===== src/rtl/sobel_pkg.sv =====
// Shared definitions for the streaming Sobel edge detector: FSM state, kernel weights
// and the magnitude width derivation.
package sobel_pkg;

    typedef enum logic [1:0] {
        FILL,
        RUN,
        FLUSH
    } state_t;

    // Sobel kernel is 1-2-1 smoothing across the derivative; the centre weight of 2 is a shift.
    localparam int K_CENTRE_SHIFT = 1;

    // |Gx|+|Gy| peaks at 8*(2^pix_w-1), so three extra bits hold it without overflow.
    function automatic int mag_width(input int pix_w);
        return pix_w + 3;
    endfunction

endpackage


===== src/rtl/sobel_line_buffer.sv =====
// One line of pixel storage: circular RAM addressed by column, combinational read of the
// old contents in the same cycle the new pixel is written (read-before-write).
module sobel_line_buffer
    import sobel_pkg::*;
#(
    parameter int DATA_W = 8,
    parameter int DEPTH  = 64,
    localparam int AW    = $clog2(DEPTH)
) (
    input  logic              clk,
    input  logic              wr_en,
    input  logic [AW-1:0]     addr,
    input  logic [DATA_W-1:0] wr_data,
    output logic [DATA_W-1:0] rd_data
);

    logic [DATA_W-1:0] mem [DEPTH];

    assign rd_data = mem[addr];

    always_ff @(posedge clk) begin
        if (wr_en) begin
            mem[addr] <= wr_data;
        end
    end

endmodule


===== src/rtl/sobel_stream.sv =====
// Streaming 3x3 Sobel edge detector: raster pixels in, one edge bit per pixel out, with
// valid/ready on both sides. Define SOBEL_MAG_OUT_EN to add the registered out_mag port.
module sobel_stream
    import sobel_pkg::*;
#(
    parameter int WIDTH  = 64,
    parameter int HEIGHT = 48,
    parameter int PIX_W  = 8,
    localparam int MAG_W = mag_width(PIX_W)
) (
    input  logic             clk,
    input  logic             rst,
    input  logic [MAG_W-1:0] threshold,
    input  logic [PIX_W-1:0] in_pixel,
    input  logic             in_valid,
    output logic             in_ready,
    output logic             out_edge,
`ifdef SOBEL_MAG_OUT_EN
    output logic [MAG_W-1:0] out_mag,
`endif
    output logic             out_valid,
    input  logic             out_ready,
    output logic             frame_done
);

    localparam int G_W = PIX_W + 3;
    localparam int XW  = $clog2(WIDTH);
    localparam int YW  = $clog2(HEIGHT);
    localparam logic [XW-1:0] X_LAST = XW'(WIDTH - 1);
    localparam logic [YW-1:0] Y_LAST = YW'(HEIGHT - 1);

    state_t state, state_next;
    logic [XW-1:0] in_x, out_x;
    logic [YW-1:0] in_y, out_y;
    logic out_free, accept, load;
    logic in_last, fill_done, out_last, out_last_q;
    logic border, edge_bit;
    logic [MAG_W-1:0] thr_q, mag;
    logic signed [G_W-1:0] gx, gy;
    logic [PIX_W-1:0] row1, row2;
    logic [PIX_W-1:0] t0, t1, m0, m1, b0, b1;

    function automatic logic signed [G_W-1:0] ext(input logic [PIX_W-1:0] p);
        return $signed({3'b000, p});
    endfunction

    function automatic logic signed [G_W-1:0] smooth(input logic [PIX_W-1:0] a, b, c);
        return ext(a) + (ext(b) <<< K_CENTRE_SHIFT) + ext(c);
    endfunction

    function automatic logic [MAG_W-1:0] abs_sum(input logic signed [G_W-1:0] x, y);
        logic [MAG_W-1:0] ax, ay;
        ax = x[G_W-1] ? $unsigned(-x) : $unsigned(x);
        ay = y[G_W-1] ? $unsigned(-y) : $unsigned(y);
        return ax + ay;
    endfunction

    assign out_free   = !out_valid || out_ready;
    assign accept     = in_valid && in_ready;
    assign in_last    = (in_x == X_LAST) && (in_y == Y_LAST);
    assign fill_done  = (in_x == '0) && (in_y == YW'(1));
    assign out_last   = (out_x == X_LAST) && (out_y == Y_LAST);
    assign frame_done = out_valid && out_ready && out_last_q;

    always_ff @(posedge clk or posedge rst) begin
        if (rst) state <= FILL;
        else     state <= state_next;
    end

    always_comb begin
        state_next = state;
        case (state)
            FILL:    if (accept && fill_done) state_next = RUN;
            RUN:     if (accept && in_last)   state_next = FLUSH;
            FLUSH:   if (load && out_last)    state_next = FILL;
            default: state_next = FILL;
        endcase
    end

    always_comb begin
        in_ready = 1'b0;
        load     = 1'b0;
        case (state)
            FILL:  in_ready = out_free;
            RUN: begin
                in_ready = out_free;
                load     = in_valid && out_free;
            end
            FLUSH: load = out_free;
            default: ;
        endcase
    end

    // Stage p0: window columns 0/1 are registered, column 2 is the live pixel plus line-buffer reads
    sobel_line_buffer #(.DATA_W(PIX_W), .DEPTH(WIDTH)) u_lb_prev (
        .clk(clk), .wr_en(accept), .addr(in_x), .wr_data(in_pixel), .rd_data(row1)
    );
    sobel_line_buffer #(.DATA_W(PIX_W), .DEPTH(WIDTH)) u_lb_prev2 (
        .clk(clk), .wr_en(accept), .addr(in_x), .wr_data(row1), .rd_data(row2)
    );

    always_ff @(posedge clk) begin
        if (accept) begin
            t0 <= t1;  t1 <= row2;
            m0 <= m1;  m1 <= row1;
            b0 <= b1;  b1 <= in_pixel;
            if (in_x == '0 && in_y == '0) thr_q <= threshold;
        end
    end

    // Window edges of the frame hold wrapped or stale pixels; masking the border hides them.
    assign border   = (out_x == '0) || (out_x == X_LAST) || (out_y == '0) || (out_y == Y_LAST)
                      || (state == FLUSH);
    assign gx       = smooth(row2, row1, in_pixel) - smooth(t0, m0, b0);
    assign gy       = smooth(b0, b1, in_pixel) - smooth(t0, t1, row2);
    assign mag      = border ? '0 : abs_sum(gx, gy);
    assign edge_bit = mag > thr_q;

    always_ff @(posedge clk or posedge rst) begin
        if (rst) begin
            in_x  <= '0;
            in_y  <= '0;
            out_x <= '0;
            out_y <= '0;
        end else begin
            if (accept) begin
                if (in_x == X_LAST) begin
                    in_x <= '0;
                    in_y <= in_last ? '0 : in_y + 1'b1;
                end else begin
                    in_x <= in_x + 1'b1;
                end
            end
            if (load) begin
                if (out_x == X_LAST) begin
                    out_x <= '0;
                    out_y <= out_last ? '0 : out_y + 1'b1;
                end else begin
                    out_x <= out_x + 1'b1;
                end
            end
        end
    end

    // Stage p1: output register, replaced in place when a handshake and a load coincide
    always_ff @(posedge clk or posedge rst) begin
        if (rst) begin
            out_valid  <= 1'b0;
            out_edge   <= 1'b0;
            out_last_q <= 1'b0;
`ifdef SOBEL_MAG_OUT_EN
            out_mag    <= '0;
`endif
        end else if (load) begin
            out_valid  <= 1'b1;
            out_edge   <= edge_bit;
            out_last_q <= out_last;
`ifdef SOBEL_MAG_OUT_EN
            out_mag    <= mag;
`endif
        end else if (out_ready) begin
            out_valid  <= 1'b0;
        end
    end

endmodule


===== config.mk =====
export PLATFORM = sky130hd
export DESIGN_NAME = sobel_stream
export DESIGN_NICKNAME = d
export VERILOG_FILES = /design/src/rtl/sobel_pkg.sv /design/src/rtl/sobel_line_buffer.sv /design/src/rtl/sobel_stream.sv
export SDC_FILE = /design/constraint.sdc
export NUM_CORES = 1
export LEC_CHECK = 0
export ABC_AREA = 1
export BUFFER_PORTS_ARGS = -buffer_cell sky130_fd_sc_hd__buf_2
export CAP_MARGIN = 20
export CORE_MARGIN = 10
export CORE_UTILIZATION = 45
export CTS_CLUSTER_DIAMETER = 40
export DETAILED_ROUTE_END_ITERATION = 10
export GPL_TIMING_DRIVEN = 0
export HOLD_SLACK_MARGIN = 0.1
export SLEW_MARGIN = 10
export SYNTH_ARGS = -nofsm -noshare
export SYNTH_HDL_FRONTEND = slang
export SYNTH_SLANG_ARGS = --single-unit

===== constraint.sdc =====
create_clock -name clk -period 11.6 [get_ports clk]
set_input_delay 0.58 -clock clk [delete_from_list [all_inputs] [get_ports clk]]
set_output_delay 0.58 -clock clk [all_outputs]
set_load 0.1 [all_outputs]

==> impl_metrics.prom <==
# TYPE chip_impl_metric gauge
chip_impl_metric{name="timing_hold_violations_final",unit=""} 0
chip_impl_info{name="most-common-layout-cells",value="edfxtp_1, nand2_1, inv_1"} 1
chip_impl_metric{name="critical_path_buf_inv_count",unit=""} 12
chip_impl_metric{name="layout.cells.non_filler",unit=""} 5100
chip_impl_metric{name="route.vias.total",unit=""} 29650
chip_impl_metric{name="setup_total_negative_slack",unit="ns"} 0
chip_impl_metric{name="floorplan.die_area",unit="mm2"} 0.1142
chip_impl_metric{name="core_area",unit="mm2"} 0.1001
chip_impl_info{name="tritoncts_clock_tree",value="done"} 1
chip_impl_metric{name="drc",unit=""} 0
chip_impl_metric{name="wl_per_cell",unit="um"} 28.73
chip_impl_metric{name="synth-warning-count",unit=""} 0
chip_impl_metric{name="maximum_number_of_pins_on_one_net_before_global_route_repair",unit=""} 68
chip_impl_metric{name="cts.reportedPaths.clkPinSlew",unit="ns"} 0.05
chip_impl_metric{name="port_buffers",unit=""} 26
chip_impl_metric{name="numCtsBuffers",unit=""} 137
chip_impl_metric{name="grt_antenna_before_repair",unit=""} 4
chip_impl_metric{name="pin_count",unit=""} 27
chip_impl_metric{name="finalNetCount",unit=""} 3840
chip_impl_info{name="cpMostUsedCell",value="nand2_1"} 1
chip_impl_metric{name="maxClockFrequency",unit="MHz"} 96.41
chip_impl_metric{name="globalRouteOverflowTotal",unit=""} 0
chip_impl_metric{name="grt_pass1_wl",unit="um"} 204300
chip_impl_info{name="critPathLaunchType",value="flop"} 1
chip_impl_metric{name="chipWidth",unit="um"} 337.9
chip_impl_metric{name="ant_nets",unit=""} 0
chip_impl_metric{name="post_synthesis_sequential_area_ratio",unit="%"} 73.09
chip_impl_metric{name="post_synth_instance_area",unit="mm2"} 0.04549
chip_impl_metric{name="layout.filler_cells",unit=""} 8380
chip_impl_info{name="cp_slowest_cell",value="nand4_1"} 1
chip_impl_metric{name="dr.first_iter.drc_count",unit=""} 4185
chip_impl_metric{name="syn-instance-count",unit=""} 3462
chip_impl_metric{name="max-clock-path-buffers",unit=""} 3
chip_impl_metric{name="ctsHoldBuffers",unit=""} 12
chip_impl_metric{name="grt_util_all_layers",unit="%"} 25.48
chip_impl_metric{name="period_needed",unit="ns"} 10.37
chip_impl_info{name="synth-main-ff-cell",value="edfxtp_1"} 1
chip_impl_metric{name="totalWireLength",unit="um"} 146500
chip_impl_metric{name="viasPerCell",unit=""} 5.814
chip_impl_metric{name="tightest_slew",unit="ns"} 1.279
chip_impl_metric{name="layout-area-overhead-vs-synth",unit="%"} 16.88
chip_impl_metric{name="max-slew-margin-rel",unit="%"} 14.70
chip_impl_metric{name="synth_edf_count",unit=""} 1083
chip_impl_metric{name="worst_path_largest_cell_delay",unit="ns"} 0.73
chip_impl_metric{name="routability_congestion_estimate",unit=""} 0.9109
chip_impl_metric{name="final-setup-viol-count",unit=""} 0
chip_impl_metric{name="cts_setup_buffers",unit=""} 0
chip_impl_metric{name="cp.arrival",unit="ns"} 10.99
chip_impl_metric{name="dp.cells",unit=""} 4840
chip_impl_metric{name="clock_tree.htree_level_count",unit=""} 4
chip_impl_info{name="grt_setup_unrepaired",value="false"} 1
chip_impl_info{name="final_common_cell",value="edfxtp_1"} 1
chip_impl_metric{name="clock_insertion_delay_worst_skew",unit="ns"} 0.77
chip_impl_info{name="endpoint_kind",value="flop"} 1
chip_impl_info{name="cts-root-buf",value="clkbuf_16"} 1
chip_impl_info{name="top_family_by_delay_on_critical_path",value="simple AND/OR/NAND/NOR gates"} 1
chip_impl_metric{name="critPathRequiredTime",unit="ns"} 12.22
chip_impl_info{name="setup.worst_path.class",value="flop to flop"} 1
chip_impl_metric{name="synth_seq_cells",unit=""} 1112
chip_impl_metric{name="postSynthNetCount",unit=""} 3607
chip_impl_metric{name="clock_sink_count",unit=""} 1112
chip_impl_metric{name="finClkSkew",unit="ns"} 0.04519
chip_impl_metric{name="vert_die_dim",unit="um"} 337.9
chip_impl_metric{name="grt_pass1_vias",unit=""} 27850
chip_impl_metric{name="max_cap_violations",unit=""} 0
chip_impl_metric{name="final.period_utilization",unit="%"} 89.42
chip_impl_metric{name="netlist-cell-type-count",unit=""} 41
chip_impl_metric{name="synth_area_per_cell",unit="um2"} 13.14
chip_impl_info{name="hold_path.class",value="primary input to flop"} 1
chip_impl_metric{name="start_util",unit="%"} 45.42
chip_impl_metric{name="ys_async_sr_fraction",unit="%"} 2.608
chip_impl_metric{name="core.rowCount",unit=""} 116
chip_impl_metric{name="critPathMaxFanout",unit=""} 19
chip_impl_metric{name="final_max_slew_viol_count",unit=""} 0
chip_impl_info{name="run_status",value="finished clean"} 1
chip_impl_metric{name="final_layout_size_suffix_gt1_share",unit="%"} 11.49
chip_impl_metric{name="post-dp-hpwl",unit="um"} 93020
chip_impl_metric{name="detail_route.first_pass.iterations",unit=""} 6
chip_impl_metric{name="n_antenna_cell",unit=""} 0
chip_impl_metric{name="postCtsResizedCells",unit=""} 0
==> flip-flops by register name (all words and copies together), names as in the netlist <==
| register | count |
|---|---|
| out_valid | 1 |
| t0 | 8 |
| out_y | 6 |
| out_edge | 1 |
| state | 2 |
| out_last_q | 1 |
| b1 | 8 |
| out_x | 6 |
| u_lb_prev.mem | 512 |
| in_x | 6 |
| thr_q | 11 |
| m0 | 8 |
| u_lb_prev2.mem | 512 |
| in_y | 6 |
| m1 | 8 |
| t1 | 8 |
| b0 | 8 |
==> metal layers <==
metal	vias to the layer above	global-route usage (%)	part of all wire, %
li1	12830	-	-
met1	14580	34.52	39
met3	350	5.121	11
met5	-	0	0.0075
met4	2	12.07	4.8
met2	1898	39.29	45
==> cell families (layout without fill, tap and decap cells) <==
kind of cell    after synthesis  in the layout  share of synthesized area (%)
flops                      1112           1112                          73.09
simple gates               1404           1404                          12.81
buf+inv                     418            758                          3.631
fa+ha+maj                   122            122                          4.395
compound gates              381            381                          5.592
xor+xnor                     25             25                         0.4813
==> synth_stat cells, drive strengths merged, types with 2 or more instances <==
cell | number | share of area [%]
edfxtp | 1083 | 71
nand2 | 964 | 8.0
inv | 297 | 2.5
nor2 | 170 | 1.4
nand4 | 129 | 1.8
a22oi | 112 | 1.8
o21ai | 112 | 1.2
nand3 | 104 | 1.2
buf | 73 | 0.78
fa | 63 | 2.8
ha | 59 | 1.6
a21oi | 53 | 0.58
clkbuf | 46 | 0.38
a22o | 38 | 0.73
o2111ai | 32 | 0.62
dfrtp | 29 | 1.6
xor2 | 21 | 0.40
nor3 | 13 | 0.14
nand3b | 11 | 0.18
a221oi | 7 | 0.13
a211oi | 5 | 0.083
and3 | 5 | 0.069
o211ai | 5 | 0.083
a31oi | 4 | 0.055
o2bb2ai | 4 | 0.077
xnor2 | 4 | 0.077
a21o | 3 | 0.050
nor4 | 3 | 0.041
o31ai | 3 | 0.050
or2 | 3 | 0.041
clkinv | 2 | 0.017
o21bai | 2 | 0.033
==> through the flow <==
stage / area, um2 / worst slack [ns] / hold slack [ns] / utilization, %
2_1_floorplan: 45490 / 3.441 / 0.4003 / -
3_3_place_gp: 47240 / -0.7281 / 0.4007 / 47.18
3_5_place_dp: 48640 / 1.370 / 0.4045 / 48.57
4_1_cts: 53140 / 1.318 / 0.1284 / 53.06
5_1_grt: 53170 / 0.7087 / 0.1706 / 53.09
6_report: 53170 / 1.228 / 0.1492 / 53.09
==> final cells by class <==
cell class | instances | area [um2] | area share, %
timing repair buffer | 94 | 1304 | 2.452
clock buffer | 155 | 3548 | 6.674
multi-input combinational | 1932 | 10960 | 20.61
tap | 1298 | 1624 | 3.055
sequential | 1112 | 33250 | 62.53
inverter | 299 | 1122 | 2.111
buffer | 119 | 534.3 | 1.005
clock inverter | 91 | 828.3 | 1.558
==> path summary, 6_finish.rpt <==
| check | start | to | slack (ns) | cells past startpoint |
|---|---|---|---|---|
| hold / removal | out_ready | out_valid | 0.15 | 4 |
| max in group asynchronous | rst | out_y[0] | 10.70 | 4 |
| setup reg to reg | in_x[1] | out_edge | 1.23 | 44 |
| min in group asynchronous | rst | in_x[0] | 0.41 | 3 |
| hold reg to reg | m1[3] | m0[3] | 0.42 | 0 |
| setup / recovery | in_x[1] | out_edge | 1.23 | 44 |
==> tightest hold or removal path, stage by stage <==
cell and delay, ns:
buf_2 0.09, nor2_1 0.05, inv_1 0.06, nand2_1 0.06
Power is left out: the tool's default activity adds up to more than one toggle a clock period on the data nets, which glitch-free logic cannot reach.
